### src/rtl/wb_arb_pkg.sv
// wb_arb_pkg
// Shared types and constants for the two-master Wishbone arbiter.
//   arb_state_t : arbiter FSM state encoding
//   M_IF, M_MEM : master index into the packed m_* vectors
//   TMO_W       : width of the bus-timeout counter
package wb_arb_pkg;

    typedef enum logic [1:0] {
        IDLE     = 2'd0,
        BUSY_IF  = 2'd1,
        BUSY_MEM = 2'd2
    } arb_state_t;

    localparam int M_IF  = 0;
    localparam int M_MEM = 1;

    localparam int TMO_W = 8;

endpackage

### src/rtl/wb_arb_timeout.sv
// wb_arb_timeout
// Saturating bus-timeout counter. Cleared when a new owner takes the bus,
// counts busy cycles that pass without an acknowledge, and flags expiry
// while the count sits at TIMEOUT. TIMEOUT = 0 disables expiry.
// Ports:
//   clk, reset : clock, asynchronous active-high reset
//   clr        : restart the count (new grant this cycle)
//   inc        : count this cycle (busy, no ack)
//   active     : bus is currently owned; expiry only reported while set
//   expired    : count has reached TIMEOUT in an active cycle
module wb_arb_timeout
    import wb_arb_pkg::*;
#(
    parameter int unsigned TIMEOUT = 255
) (
    input  logic clk,
    input  logic reset,
    input  logic clr,
    input  logic inc,
    input  logic active,
    output logic expired
);

    localparam logic [TMO_W-1:0] LIMIT = TMO_W'(TIMEOUT);
    localparam logic [TMO_W-1:0] SAT   = '1;

    logic [TMO_W-1:0] cnt_q;

    always_ff @(posedge clk or posedge reset) begin
        if (reset) begin
            cnt_q <= '0;
        end else if (clr) begin
            cnt_q <= '0;
        end else if (inc && (cnt_q != SAT)) begin
            cnt_q <= cnt_q + TMO_W'(1);
        end
    end

    assign expired = active && (TIMEOUT != 0) && (cnt_q == LIMIT);

endmodule

### src/rtl/wb_bus_arbiter.sv
// wb_bus_arbiter
// Shares one classic Wishbone slave port between the instruction-fetch
// master (index 0) and the data-memory master (index 1). MEM wins ties,
// except that IF is forced through after STARVE_LIMIT consecutive MEM
// grants made while IF was waiting. A transfer that sees no ack for
// TIMEOUT busy cycles is terminated with a one-cycle error to its owner.
// Ports:
//   clk, reset           : clock, asynchronous active-high reset
//   m_cyc_i/m_stb_i/...  : packed master request buses, [0]=IF, [1]=MEM
//   m_ack_o, m_err_o     : per-master ack / timeout error
//   m_dat_o              : slave read data, shared by both masters
//   s_*                  : single Wishbone master port toward the slaves
//   grant_o              : one-hot current owner, 00 when idle
//
// state    | meaning
// ---------+--------------------------------------------------
// IDLE     | no owner; slave port quiet, arbitrating requests
// BUSY_IF  | IF owns the slave port until ack, abort or timeout
// BUSY_MEM | MEM owns the slave port until ack, abort or timeout
module wb_bus_arbiter
    import wb_arb_pkg::*;
#(
    parameter int          ADDR_WIDTH   = 32,
    parameter int          DATA_WIDTH   = 32,
    parameter int          STARVE_LIMIT = 4,
    parameter int unsigned TIMEOUT      = 255
) (
    input  logic                          clk,
    input  logic                          reset,
    input  logic [1:0]                    m_cyc_i,
    input  logic [1:0]                    m_stb_i,
    input  logic [1:0]                    m_we_i,
    input  logic [2*ADDR_WIDTH-1:0]       m_adr_i,
    input  logic [2*DATA_WIDTH-1:0]       m_dat_i,
    input  logic [2*(DATA_WIDTH/8)-1:0]   m_sel_i,
    output logic [1:0]                    m_ack_o,
    output logic [1:0]                    m_err_o,
    output logic [DATA_WIDTH-1:0]         m_dat_o,
    output logic                          s_cyc_o,
    output logic                          s_stb_o,
    output logic                          s_we_o,
    output logic [ADDR_WIDTH-1:0]         s_adr_o,
    output logic [DATA_WIDTH-1:0]         s_dat_o,
    output logic [DATA_WIDTH/8-1:0]       s_sel_o,
    input  logic                          s_ack_i,
    input  logic [DATA_WIDTH-1:0]         s_dat_i,
    output logic [1:0]                    grant_o
);

    localparam int SEL_W    = DATA_WIDTH / 8;
    localparam int STARVE_W = (STARVE_LIMIT < 1) ? 1 : $clog2(STARVE_LIMIT + 1);
    localparam logic [STARVE_W-1:0] STARVE_MAX = STARVE_W'(STARVE_LIMIT);

    arb_state_t          state_q, state_d;
    logic [1:0]          req;
    logic [STARVE_W-1:0] starve_q;
    logic                busy;
    logic                own_mem;
    logic                tmo_expired;
    logic                tmo_clr;
    logic                tmo_inc;
    logic                err_now;
    logic                if_grant;
    logic                mem_grant;

    assign req     = m_cyc_i & m_stb_i;
    assign busy    = (state_q != IDLE);
    assign own_mem = (state_q == BUSY_MEM);

    always_ff @(posedge clk or posedge reset) begin
        if (reset) begin
            state_q <= IDLE;
        end else begin
            state_q <= state_d;
        end
    end

    // Ack is checked first in each busy state so that an ack landing on the
    // expiry cycle completes normally. On completion the finishing master is
    // never re-granted; the bus goes straight to the other one if it waits.
    always_comb begin
        state_d = state_q;
        unique case (state_q)
            IDLE: begin
                if ((starve_q == STARVE_MAX) && req[M_IF]) begin
                    state_d = BUSY_IF;
                end else if (req[M_MEM]) begin
                    state_d = BUSY_MEM;
                end else if (req[M_IF]) begin
                    state_d = BUSY_IF;
                end
            end
            BUSY_IF: begin
                if (s_ack_i) begin
                    state_d = req[M_MEM] ? BUSY_MEM : IDLE;
                end else if (!m_cyc_i[M_IF] || tmo_expired) begin
                    state_d = IDLE;
                end
            end
            BUSY_MEM: begin
                if (s_ack_i) begin
                    state_d = req[M_IF] ? BUSY_IF : IDLE;
                end else if (!m_cyc_i[M_MEM] || tmo_expired) begin
                    state_d = IDLE;
                end
            end
            default: state_d = IDLE;
        endcase
    end

    assign if_grant  = (state_d == BUSY_IF)  && (state_q != BUSY_IF);
    assign mem_grant = (state_d == BUSY_MEM) && (state_q != BUSY_MEM);

    always_ff @(posedge clk or posedge reset) begin
        if (reset) begin
            starve_q <= '0;
        end else if (if_grant) begin
            starve_q <= '0;
        end else if (mem_grant && req[M_IF] && (starve_q != STARVE_MAX)) begin
            starve_q <= starve_q + STARVE_W'(1);
        end
    end

    assign tmo_clr = if_grant || mem_grant;
    assign tmo_inc = busy && !s_ack_i;

    wb_arb_timeout #(
        .TIMEOUT (TIMEOUT)
    ) u_timeout (
        .clk     (clk),
        .reset   (reset),
        .clr     (tmo_clr),
        .inc     (tmo_inc),
        .active  (busy),
        .expired (tmo_expired)
    );

    assign err_now = tmo_expired && !s_ack_i;

    // Data-path muxes default to master 0 while idle; control is gated off.
    assign s_adr_o = own_mem ? m_adr_i[M_MEM*ADDR_WIDTH +: ADDR_WIDTH]
                             : m_adr_i[M_IF*ADDR_WIDTH  +: ADDR_WIDTH];
    assign s_dat_o = own_mem ? m_dat_i[M_MEM*DATA_WIDTH +: DATA_WIDTH]
                             : m_dat_i[M_IF*DATA_WIDTH  +: DATA_WIDTH];
    assign s_sel_o = own_mem ? m_sel_i[M_MEM*SEL_W +: SEL_W]
                             : m_sel_i[M_IF*SEL_W  +: SEL_W];

    // The slave port is dropped in the expiry cycle so the stuck slave sees
    // the cycle end together with the error to the master.
    assign s_cyc_o = busy && !err_now && (own_mem ? m_cyc_i[M_MEM] : m_cyc_i[M_IF]);
    assign s_stb_o = busy && !err_now && (own_mem ? m_stb_i[M_MEM] : m_stb_i[M_IF]);
    assign s_we_o  = busy && (own_mem ? m_we_i[M_MEM] : m_we_i[M_IF]);

    assign grant_o = {(state_q == BUSY_MEM), (state_q == BUSY_IF)};
    assign m_ack_o = grant_o & {2{s_ack_i}};
    assign m_err_o = grant_o & {2{err_now}};
    assign m_dat_o = s_dat_i;

endmodule

### config.mk
export PLATFORM = sky130hd
export DESIGN_NAME = wb_bus_arbiter
export DESIGN_NICKNAME = d
export VERILOG_FILES = /design/src/rtl/wb_arb_pkg.sv /design/src/rtl/wb_arb_timeout.sv /design/src/rtl/wb_bus_arbiter.sv
export SDC_FILE = /design/constraint.sdc
export NUM_CORES = 1
export LEC_CHECK = 0
export BUFFER_PORTS_ARGS = -buffer_cell sky130_fd_sc_hd__buf_2
export CAP_MARGIN = 25
export CORE_AREA = 2 2 111 113
export CTS_CLUSTER_DIAMETER = 200
export DETAILED_ROUTE_END_ITERATION = 7
export DIE_AREA = 0 0 113 115
export PLACE_DENSITY = 0.56
export SLEW_MARGIN = 10
export SYNTH_ARGS = -nofsm -noshare
export SYNTH_HDL_FRONTEND = slang
export SYNTH_HIERARCHICAL = 1
export SYNTH_SLANG_ARGS = --single-unit
### constraint.sdc
create_clock -name clk -period 4.75 [get_ports clk]
set_input_delay 0.2375 -clock clk [delete_from_list [all_inputs] [get_ports clk]]
set_output_delay 0.2375 -clock clk [all_outputs]
set_load 0.02 [all_outputs]
==> flow_summary_export.csv <==
group,metric,value,unit
place,dp_hpwl,7740,µm
final_layout,final_cell_mix,"221 x buf_2, 58 x mux2_1, 13 x dfrtp_1, 12 x nor2_1, 10 x mux2_2",
final_layout,fin_cells,541,
final_layout,layout.cells.most_common,"buf_2",
power,ir_drop,0.000125,V
run_status,status,"finished with violations",
final_layout,syn2layout_area_growth,53.3,%
final_layout,final_area,0.00307,mm²
power,p_leak,1.60,nW
grt,grt_pass1_vias,2195,
logic_synthesis,synthFlopType,"dfrtp_1",
logic_synthesis,ys_seq_area_share,16.2,%
logic_synthesis,synth_area,0.00200,mm²
timing,fin_crit_sh,62.5,%
worst_hold_path,hold_class,"primary input to flip-flop",
power,power_density,223,mW/mm²
worst_setup_path,worst-setup-path-type,"flip-flop to output pin",
timing,setup_viol_count_final,0,
logic_synthesis,syn-mean-instance-area,9.49,µm²
grt,grt.overflow.total,0,
timing,tightest_slew,0.673,ns
clock_tree,cts_tree,"built",
worst_setup_path,cp_max_fo,54,
timing,period_needed,2.97,ns
timing,timing.fmax,0.337,GHz
floorplan,die_area,0.0130,mm²
worst_hold_path,worstHoldPathCells,2,
routing,ant_nets,0,
place,place_area,0.00298,mm²
timing,final.setup_skew,0.000479,ns
routing,drc,20,
worst_setup_path,arrival,2.73,ns
timing,rsz0062_at_grt,"false",
routing,firstDrtPassIters,6,
place,dpl.cell_count,536,
final_layout,diodes,0,
routing,wl_per_cell,16.3,µm
worst_setup_path,critPathCaptureType,"output pin",
timing,slew_violations,0,
logic_synthesis,synth-edff-count,0,
logic_synthesis,synth_top_area_share,32.6,%
grt,grt_pass1_wl,12200,µm
clock_tree,clock_path_buffers,2,
floorplan,start_util,17.0,%
routing,routed_wl,8830,µm
logic_synthesis,synth.top_cells.by_area,"mux2_1 33%, dfrtp_1 16%, buf_4 15%, mux2_2 5.6%, nor2b_1 2.5%",
clock_tree,cts_buffers,3,
routing,drt_iter0_markers,87,
clock_tree,htree_num_levels,1,
timing,timing.setup.tns,0,ns
place,gp_congestion,0.798,
floorplan,die_x,113,µm
logic_synthesis,synth_seq_cells,13,
grt,grt_max_degree,55,
floorplan,rows,40,
final_layout,layout-drive-gt1-share,61.7,%
floorplan,io_pins,286,
grt,antenna_found_initial,1,
run_status,violations,"design-rule violations",
logic_synthesis,syn_nets,391,
logic_synthesis,ys_types,42,
place,io_buffers,221,
worst_setup_path,reg2regPathDepth,9,
routing,vias,2304,
flow_run,cap_violations,0,
clock_tree,clockRootBuffer,"clkbuf_16",
routing,vias_per_cell,4.26,
logic_synthesis,synthArstFlopShare,100,%
final_layout,nNetsFinal,575,
floorplan,die-height,115,µm
grt,grt_usage,12.3,%
timing,max_slew_margin,55.0,%
worst_setup_path,crit_path_start_kind,"flip-flop",
logic_synthesis,synth_warnings,6,
clock_tree,cts.sinks,13,
clock_tree,clk_latency,0.24,ns
logic_synthesis,syn_inst,211,
timing,hold_viol_final,0,
clock_tree,clkSlewWorstSetupHoldPaths,0.04,ns
logic_synthesis,synth_area_leader_cell,"mux2_1",
floorplan,core_area,0.0118,mm²
worst_setup_path,required,4.51,ns
==> where the power goes <==
part / total, mW / internal (mW) / switching (mW) / leakage, nW
Clock: 0.158 / 0.113 / 0.0452 / 0.0382
Combinational: 0.392 / 0.166 / 0.226 / 1.39
Sequential: 0.134 / 0.121 / 0.0128 / 0.178
==> cells in the mapped netlist (3+ instances only) <==
| cell | count |
|---|---|
| ha_1 | 3 |
| a211oi_1 | 3 |
| inv_1 | 6 |
| dfrtp_1 | 13 |
| buf_4 | 40 |
| mux2_1 | 58 |
| nand2_1 | 5 |
| nand3_1 | 3 |
| nor2_1 | 12 |
| nor2b_1 | 8 |
| a31oi_1 | 3 |
| a21oi_1 | 4 |
| mux2_2 | 10 |
| nand4_1 | 4 |
| and2_1 | 4 |
==> area by class of cell <==
cell class	count	area [µm²]
clock buffer	4	78.8
fill	1310	8740
inverter	6	22.5
multi-input combinational	148	1340
sequential	13	325
tap	147	184
timing repair buffer	223	1120
==> final timing paths <==
check	slack (ns)	endpoint	start
worst max register to register	2.16	u_timeout/cnt_q[3]	u_timeout/cnt_q[0]
max in group asynchronous	4.02	u_timeout/cnt_q[5]	reset
worst min register to register	0.52	u_timeout/cnt_q[5]	u_timeout/cnt_q[5]
worst max-delay path	1.78	s_dat_o[26]	state_q[1]
min in group asynchronous	0.45	state_q[0]	reset
worst min-delay path	0.28	state_q[1]	m_cyc_i[1]
==> worst max-delay path: stages, from the launching register on <==
cell and delay, ns:
dfrtp_1 0.49, nor2b_4 0.64, buf_4 0.64, mux2_1 0.48
buf_2 0.20
==> state kept, by name (all words and copies together) (netlist names) <==
register         count
state_q              2
u_timeout/cnt_q      8
starve_q             3
==> layer usage <==
layer | GRT usage [%] | up-vias | part of all wire [%]
met2 | 21.5 | 147 | 49
met1 | 15.5 | 1056 | 40
met3 | 3.37 | 4 | 10
met5 | 0 | - | 0
li1 | - | 1097 | -
met4 | 2.20 | 0 | 0.58
==> per-stage QoR <==
step / power, mW / hold slack [ns] / utilization (%) / worst slack (ns)
finish: 0.684 / 0.283 / 26.0 / 1.78
CTS: 0.694 / 0.273 / 26.0 / 1.75
floorplan: 0.412 / 0.0160 / - / 2.33
detailed placement: 0.529 / 0.160 / 25.3 / 2.02
global route: 0.727 / 0.293 / 26.0 / 1.63
global placement: 0.524 / 0.160 / 25.3 / 2.11
==> kinds of logic after synthesis <==
kind of cell | after synthesis | share of synthesized area (%)
flip-flops | 13 | 16.2
multiplexers | 72 | 40.7
adder cells (fa/ha/maj) | 3 | 1.87
XOR/XNOR | 1 | 0.437
AO/OA/AOI/OAI | 25 | 10.2
AND/OR/NAND/NOR | 47 | 13.2
buffers and inverters | 50 | 17.4
==> timing repair <==
action	4_1_cts	5_1_grt
buffers inserted	0	0
gates resized for setup	0	0
hold buffers	1	0
endpoints found under the hold margin	13	0
No activity file was read; power rests on OpenSTA's default activity.
